$ cat src/rtl/parking_pkg.sv
// parking_pkg
//   Shared types and constants for the parking gate arbiter.
//   - state_t       : transaction FSM states
//   - MAX_SPACES_DEF: default lot capacity (must match parking_ctrl)
//   - open_cnt_w()  : width of the barrier-open down-counter
package parking_pkg;

    typedef enum logic [1:0] {
        IDLE  = 2'd0,
        GRANT = 2'd1,
        OPEN  = 2'd2,
        CLEAR = 2'd3
    } state_t;

    localparam int unsigned MAX_SPACES_DEF = 20;

    // Counter must hold OPEN_CYCLES-1; keep at least one bit.
    function automatic int unsigned open_cnt_w(input int unsigned cycles);
        return (cycles <= 2) ? 1 : $clog2(cycles);
    endfunction

endpackage

$ cat src/rtl/rr_arbiter.sv
// rr_arbiter
//   Combinational round-robin arbiter. The search starts at ptr and moves
//   toward higher indices, wrapping at W.
//   Ports:
//     req   in  W  : masked request vector
//     ptr   in  IW : search start index (must be < W)
//     grant out W  : one-hot grant (all zero when req is zero)
//     idx   out IW : index of the granted bit
module rr_arbiter #(
    parameter int unsigned W  = 4,
    parameter int unsigned IW = $clog2(W)
) (
    input  logic [W-1:0]  req,
    input  logic [IW-1:0] ptr,
    output logic [W-1:0]  grant,
    output logic [IW-1:0] idx
);

    localparam int unsigned SW = IW + 1;

    logic          found;
    logic [SW-1:0] sum;
    logic [IW-1:0] pos;

    always_comb begin
        grant = '0;
        idx   = '0;
        found = 1'b0;
        sum   = '0;
        pos   = '0;
        for (int unsigned i = 0; i < W; i++) begin
            sum = {1'b0, ptr} + SW'(i);
            if (sum >= SW'(W)) begin
                sum = sum - SW'(W);
            end
            pos = sum[IW-1:0];
            if (!found && req[pos]) begin
                found      = 1'b1;
                grant[pos] = 1'b1;
                idx        = pos;
            end
        end
    end

endmodule

$ cat src/rtl/parking_gate_arbiter.sv
// parking_gate_arbiter
//   Serialises entry/exit barrier gates onto one parking_ctrl occupancy
//   counter. One transaction at a time: IDLE -> GRANT -> OPEN -> CLEAR.
//   Build option: define PARK_EXIT_PRIORITY_EN to let any unmasked exit
//   request beat all entry requests (round-robin within each class).
//   Ports:
//     clk, rst      : clock (rising edge), async active-high reset
//     entry_req     : level request per entry gate
//     exit_req      : level request per exit gate
//     count, full   : occupancy and full flag from parking_ctrl
//     entry_pulse   : one-cycle increment strobe
//     exit_pulse    : one-cycle decrement strobe
//     gate_open     : one-hot barrier open, entries low bits, exits high
//     busy          : FSM not in IDLE
//     entry_denied  : one-cycle pulse when an entry is refused (lot full)
module parking_gate_arbiter
    import parking_pkg::*;
#(
    parameter int unsigned N_ENTRY     = 2,
    parameter int unsigned N_EXIT      = 2,
    parameter int unsigned MAX_SPACES  = MAX_SPACES_DEF,
    parameter int unsigned CNT_W       = 6,
    parameter int unsigned OPEN_CYCLES = 8
) (
    input  logic                      clk,
    input  logic                      rst,
    input  logic [N_ENTRY-1:0]        entry_req,
    input  logic [N_EXIT-1:0]         exit_req,
    input  logic [CNT_W-1:0]          count,
    input  logic                      full,
    output logic                      entry_pulse,
    output logic                      exit_pulse,
    output logic [N_ENTRY+N_EXIT-1:0] gate_open,
    output logic                      busy,
    output logic                      entry_denied
);

    localparam int unsigned W  = N_ENTRY + N_EXIT;
    localparam int unsigned IW = $clog2(W);
    localparam int unsigned TW = open_cnt_w(OPEN_CYCLES);
    localparam logic [TW-1:0] T_LOAD = TW'(OPEN_CYCLES - 1);

    state_t        state;
    logic [IW-1:0] ptr;
    logic [IW-1:0] winner;
    logic [W-1:0]  win_oh;
    logic [TW-1:0] timer;
    logic          armed;

    logic               lot_full;
    logic               lot_empty;
    logic [N_ENTRY-1:0] masked_entry;
    logic [N_EXIT-1:0]  masked_exit;
    logic [W-1:0]       req_raw;
    logic [W-1:0]       arb_req;
    logic [W-1:0]       arb_grant;
    logic [IW-1:0]      arb_idx;

    // The count comparison is redundant with full when parking_ctrl is
    // sized correctly; it keeps entries blocked if the flag lags.
    assign lot_full     = full | (count >= CNT_W'(MAX_SPACES));
    assign lot_empty    = (count == '0);
    assign masked_entry = lot_full  ? '0 : entry_req;
    assign masked_exit  = lot_empty ? '0 : exit_req;
    assign req_raw      = {exit_req, entry_req};

`ifdef PARK_EXIT_PRIORITY_EN
    assign arb_req = (|masked_exit) ? {masked_exit, {N_ENTRY{1'b0}}}
                                    : {masked_exit, masked_entry};
`else
    assign arb_req = {masked_exit, masked_entry};
`endif

    rr_arbiter #(
        .W  (W),
        .IW (IW)
    ) u_arb (
        .req   (arb_req),
        .ptr   (ptr),
        .grant (arb_grant),
        .idx   (arb_idx)
    );

    always_ff @(posedge clk or posedge rst) begin
        if (rst) begin
            state        <= IDLE;
            ptr          <= '0;
            winner       <= '0;
            win_oh       <= '0;
            timer        <= '0;
            armed        <= 1'b1;
            entry_denied <= 1'b0;
        end else begin
            entry_denied <= 1'b0;
            if (entry_req == '0) begin
                armed <= 1'b1;
            end
            case (state)
                IDLE: begin
                    if (|arb_req) begin
                        state  <= GRANT;
                        winner <= arb_idx;
                        win_oh <= arb_grant;
                        timer  <= T_LOAD;
                    end else if (lot_full && (|entry_req) && (exit_req == '0) && armed) begin
                        entry_denied <= 1'b1;
                        armed        <= 1'b0;
                    end
                end
                GRANT: begin
                    ptr   <= (winner == IW'(W - 1)) ? '0 : winner + IW'(1);
                    timer <= timer - TW'(1);
                    state <= OPEN;
                end
                OPEN: begin
                    // Timer starts at OPEN_CYCLES-1 in GRANT, so GRANT plus
                    // OPEN spans exactly OPEN_CYCLES cycles.
                    if (timer == '0) begin
                        state <= CLEAR;
                    end else begin
                        timer <= timer - TW'(1);
                    end
                end
                CLEAR: begin
                    if (!(|(req_raw & win_oh))) begin
                        state <= IDLE;
                    end
                end
                default: state <= IDLE;
            endcase
        end
    end

    assign busy        = (state != IDLE);
    assign gate_open   = ((state == GRANT) || (state == OPEN)) ? win_oh : '0;
    assign entry_pulse = (state == GRANT) && (|win_oh[N_ENTRY-1:0]);
    assign exit_pulse  = (state == GRANT) && (|win_oh[W-1:N_ENTRY]);

endmodule

$ cat config.mk
export PLATFORM = sky130hd
export DESIGN_NAME = parking_gate_arbiter
export DESIGN_NICKNAME = d
export VERILOG_FILES = /design/src/rtl/parking_pkg.sv /design/src/rtl/rr_arbiter.sv /design/src/rtl/parking_gate_arbiter.sv
export SDC_FILE = /design/constraint.sdc
export NUM_CORES = 1
export LEC_CHECK = 0
export CORE_MARGIN = 1.5
export CORE_UTILIZATION = 45
export CTS_BUF_LIST = sky130_fd_sc_hd__clkbuf_8
export DETAILED_ROUTE_END_ITERATION = 16
export GPL_TIMING_DRIVEN = 0
export PLACE_DENSITY = 0.68
export SLEW_MARGIN = 20
export SYNTH_ARGS = -nofsm -noshare
export SYNTH_HDL_FRONTEND = slang
export SYNTH_SLANG_ARGS = --single-unit
$ cat constraint.sdc
create_clock -name clk -period 2.85 [get_ports clk]
set_clock_uncertainty 0.2 [all_clocks]
set_input_delay 0.57 -clock clk [delete_from_list [all_inputs] [get_ports clk]]
set_output_delay 0.57 -clock clk [all_outputs]
set_load 0.02 [all_outputs]
==> results of run 1 <==
==> cells in the mapped netlist, types with 2 or more instances <==
library cell / n / area [um^2]
sky130_fd_sc_hd__nand2b_1: 2 / 12.51
sky130_fd_sc_hd__a21oi_1: 3 / 15.01
sky130_fd_sc_hd__o21a_1: 3 / 22.52
sky130_fd_sc_hd__nand3_1: 7 / 35.03
sky130_fd_sc_hd__nand2_1: 5 / 18.77
sky130_fd_sc_hd__o21ai_0: 4 / 20.02
sky130_fd_sc_hd__dfrtp_1: 14 / 350.3
sky130_fd_sc_hd__o221ai_1: 4 / 35.03
sky130_fd_sc_hd__a221oi_1: 4 / 35.03
sky130_fd_sc_hd__and2_1: 6 / 37.54
sky130_fd_sc_hd__mux2_2: 4 / 45.04
sky130_fd_sc_hd__or2_2: 3 / 18.77
sky130_fd_sc_hd__nor2_1: 10 / 37.54
sky130_fd_sc_hd__nand4_1: 7 / 43.79
sky130_fd_sc_hd__a22oi_1: 2 / 15.01
sky130_fd_sc_hd__o21ai_2: 2 / 17.52
sky130_fd_sc_hd__a311oi_1: 2 / 17.52
sky130_fd_sc_hd__o22ai_1: 2 / 12.51
sky130_fd_sc_hd__a21boi_0: 3 / 22.52
sky130_fd_sc_hd__ha_1: 12 / 150.1
sky130_fd_sc_hd__and3_1: 3 / 18.77
sky130_fd_sc_hd__a31oi_1: 2 / 12.51
sky130_fd_sc_hd__inv_1: 16 / 60.06
sky130_fd_sc_hd__nor4_1: 2 / 12.51
sky130_fd_sc_hd__o211ai_2: 2 / 25.02
==> per-stage QoR <==
step	instance area [um^2]	hold WS [ns]
2_1_floorplan	1296	0.2417
3_3_place_gp	1535	0.2496
3_5_place_dp	1535	0.2844
4_1_cts	1580	0.2945
5_1_grt	1587	0.3095
6_report	1587	0.2928
==> cell type report <==
cell class | instances | area, um^2
clock inverter | 1 | 3.754
buffer | 3 | 23.77
sequential | 15 | 376.6
timing repair buffer | 20 | 200.2
clock buffer | 3 | 41.29
tap | 31 | 38.79
inverter | 16 | 60.06
fill | 258 | 1147
multi-input combinational | 109 | 842.1
==> cell families after synthesis <==
family | count (synthesis)
multiplexers | 5
AND/OR/NAND/NOR | 48
adder cells (fa/ha/maj) | 12
AO/OA/AOI/OAI | 44
buffers and inverters | 19
flip-flops | 15
==> state kept, by name, indices dropped and copies added (netlist names) <==
register / flops
armed: 1
state: 2
ptr: 2
winner: 2
entry_denied: 1
timer: 3
win_oh: 4
==> layer usage <==
metal,global-route usage [%],vias to the layer above
met2,33.55,39
met1,28.51,582
met5,0,-
met3,2.765,6
met4,6.803,0
li1,-,593
==> layout by cell type (no fill, tap or decap), types with 5 or more instances in the layout <==
cell and instances:
sky130_fd_sc_hd__nand4_1 7, sky130_fd_sc_hd__clkdlybuf4s50_1 20, sky130_fd_sc_hd__inv_1 17, sky130_fd_sc_hd__ha_1 12, sky130_fd_sc_hd__nand2_1 5, sky130_fd_sc_hd__nor2_1 10, sky130_fd_sc_hd__and2_1 6, sky130_fd_sc_hd__dfrtp_1 14
sky130_fd_sc_hd__nand3_1 7
==> tightest hold or removal path, stage by stage (launching register included) <==
cell and delay (ns):
sky130_fd_sc_hd__dfstp_2 0.37, sky130_fd_sc_hd__inv_1 0.04, sky130_fd_sc_hd__a21oi_1 0.07
==> path summary, 6_finish.rpt <==
path	startpoint	slack (ns)	to
max in group asynchronous	rst	1.57	entry_denied$_DFF_PP0_
worst min-delay path	armed$_DFF_PP1_	0.29	armed$_DFF_PP1_
worst max register to register	ptr[0]$_DFFE_PP0P_	0.37	win_oh[3]$_DFFE_PP0P_
min in group asynchronous	rst	0.49	winner[0]$_DFFE_PP0P_
worst min register to register	armed$_DFF_PP1_	0.29	armed$_DFF_PP1_
worst max-delay path	state[0]$_DFFE_PP0P_	0.13	gate_open[1]
==> power by group through the flow <==
| stage | sequential (uW) | combinational (uW) | clock (uW) |
|---|---|---|---|
| after CTS | 432 | 1060 | 175 |
| after global placement | 431 | 1030 | 0 |
| after floorplan | 401 | 762 | 0 |
| after global routing | 449 | 1180 | 185 |
| after detailed placement | 435 | 1050 | 0 |
| final | 435 | 1070 | 176 |
==> PnR_summary.wiki, run 1 <==
{| class="wikitable"
! Metric !! Value
|-
| # H-tree levels || 1
|-
| Total gr overflow || 0
|-
| Critical-path maximum fanout || 9
|-
| Logic depth of the worst path, buffers included || 4
|-
| CP Buf/Inv Count || 2
|-
| Upper clock frequency limit || 367.4 MHz
|-
| Chip Width || 56.67 um
|-
| Met2 wire len || 1.539 mm
|-
| Half-perimeter wire length of the detailed placement result || 2.437 mm
|-
| DRC violations left || 0
|-
| Outcome || completed
|-
| Clock Latency Late Sink || 0.25 ns
|-
| Type of element capturing the critical path || output port
|-
| Number of standard cells in the final layout excluding fillers || 198
|-
| Combinational Power Share || 63.6%
|-
| Critical Path, Cell by Cell || inv_1, ha_1, and2_1, clkdlybuf4s50_1
|-
| Number of vias per cell after detailed routing || 6.162
|-
| Leading register cell type out of synthesis || sky130_fd_sc_hd__dfrtp_1
|-
| Placeable Area || 2734 um^2
|-
| Count of buffers from port buffering || 20
|-
| Least-Margin Pin Slew || 0.5973 ns
|-
| GRT Util Overall || 20.75%
|-
| Initial antenna violation count || 0
|-
| Post-synthesis instance total || 143
|-
| Area of the mapped netlist || 1296 um^2
|-
| Avg Inst Size Synth || 9.065 um^2
|-
| Number of unique standard cell types used by synthesis || 44
|-
| Number of nets in the final layout || 193
|-
| Worst supply voltage drop on vdd || 0.0006933 V
|-
| Standard-cell rows || 19
|-
| Share of async-settable or async-resettable flops after synthesis || 100.0%
|-
| Largest buffer count on any clock path || 2
|-
| Share of final-layout standard cells stronger than drive strength 1 || 14.37%
|-
| Internal power summed over all cells || 900.2 uW
|-
| Post-cts sizing count || 0
|-
| Unrepaired setup endpoints after global routing || false
|-
| Final Critical Period || 2.722 ns
|-
| Share of synthesized cell area in full adder, half adder and majority cells || 11.58%
|-
| Count of yosys warnings during synthesis || 0
|-
| WL met3 || 156 um
|-
| Path category of the worst min-delay check || reg2reg
|-
| Number of cells traversed by the worst register-to-register path || 7
|-
| Power consumption || 1680 uW
|-
| Clock-pin slew reported for the worst setup and hold paths after clock tree synthesis || 0.07 ns
|-
| Detailed-route via count || 1220
|-
| Startpoint-to-endpoint class of the critical path || reg2out
|-
| Slowest stage delay, CP || 0.60 ns
|-
| TritonCTS clock tree || done
|-
| Post-synthesis xor/xnor area fraction || 0%
|-
| First-pass GRT wire length || 5.299 mm
|-
| Iteration-0 DRC Markers || 35
|-
| Arrival time of the worst setup path || 1.95 ns
|-
| Met1 routed wirelength after detailed routing || 1.471 mm
|-
| Sequential-to-total area share from yosys stat || 29.05%
|-
| Setup slack after placement || -0.1091 ns
|-
| ANT nets after route || 0
|-
| Sum of routed wire length over all layers || 3.212 mm
|-
| Io pins || 21
|-
| Uppermost layer routed || met4
|-
| Routability congestion estimate from global placement || 0.8267
|-
| Final worst setup slack || 0.1281 ns
|-
| EDFF count, synth || 0
|-
| Placed Cells incl. Taps || 194
|-
| Final Core Density || 58.03%
|-
| Number of maximum-capacitance violations || 0
|-
| Final number of hold-violating endpoints || 0
|-
| CP max stage cell || sky130_fd_sc_hd__clkdlybuf4s50_1
|-
| Final setup violating endpoints || 0
|-
| Detailed-routing iteration count for the pre-antenna-repair pass || 4
|-
| Synthesized net count || 168
|-
| Main combinational cell family by area after synthesis || compound AO/OA/AOI/OAI gates
|-
| Crit share post-route || 95.50%
|-
| Post-CTS Hold Fix Bufs || 0
|-
| Total clock buffers created by CTS || 3
|-
| P per Cell Area || 1059 nW/um^2
|-
| Hold depth || 2
|-
| Clock net sink count || 15
|-
| Via count of the first global-routing pass || 1139
|-
| Worst max-slew margin expressed relative to the limit || 60.13%
|-
| Post-synthesis share of cell area spent on and, or, nand and nor gates || 20.08%
|-
| Final max-slew violation count || 0
|-
| Switching Fraction || 46.40%
|-
| Initial Util || 47.41%
|-
| Flops & latches, synth || 15
|-
| Largest net degree at the start of global routing || 16
|-
| Cell family with most CP delay || buffers and inverters
|-
| Synth-to-layout area growth || 22.39%
|-
| Startpoint Class || register
|-
| Leak Pwr || 0.0006765 uW
|-
| Part of the power in the clock network || 10.5%
|-
| Setup Fix Bufs, Post-CTS || 0
|-
| Die extent in y || 56.67 um
|-
| Mux share of post-synthesis cell area || 4.633%
|-
| Antenna fix cells || 0
|-
| Final sum of negative setup slack || 0 ns
|-
| Area of the die || 3211 um^2
|-
| Proportion of power drawn by flip-flops and latches || 25.9%
|-
| Compound-cell area share of the yosys netlist || 28.19%
|-
| Data required time at the worst endpoint || 2.08 ns
|-
| Clk root buf || sky130_fd_sc_hd__clkbuf_8
|-
| Switching component of the power || 779.3 uW
|-
| Routed wirelength normalized by instance count || 16.22 um
|}
(Power assumes the default switching activity.)
==> inputs of run 2 (changes only) <==
--- a/config.mk
+++ b/config.mk
@@ -8,8 +8,10 @@
 export CORE_MARGIN = 1.5
 export CORE_UTILIZATION = 45
 export CTS_BUF_LIST = sky130_fd_sc_hd__clkbuf_8
+export CTS_CLUSTER_SIZE = 25
 export DETAILED_ROUTE_END_ITERATION = 16
 export GPL_TIMING_DRIVEN = 0
+export HOLD_SLACK_MARGIN = 0.12
 export PLACE_DENSITY = 0.68
 export SLEW_MARGIN = 20
 export SYNTH_ARGS = -nofsm -noshare
==> results of run 2 <==
Final layout, timing and power as in run 1 (identical DEF).
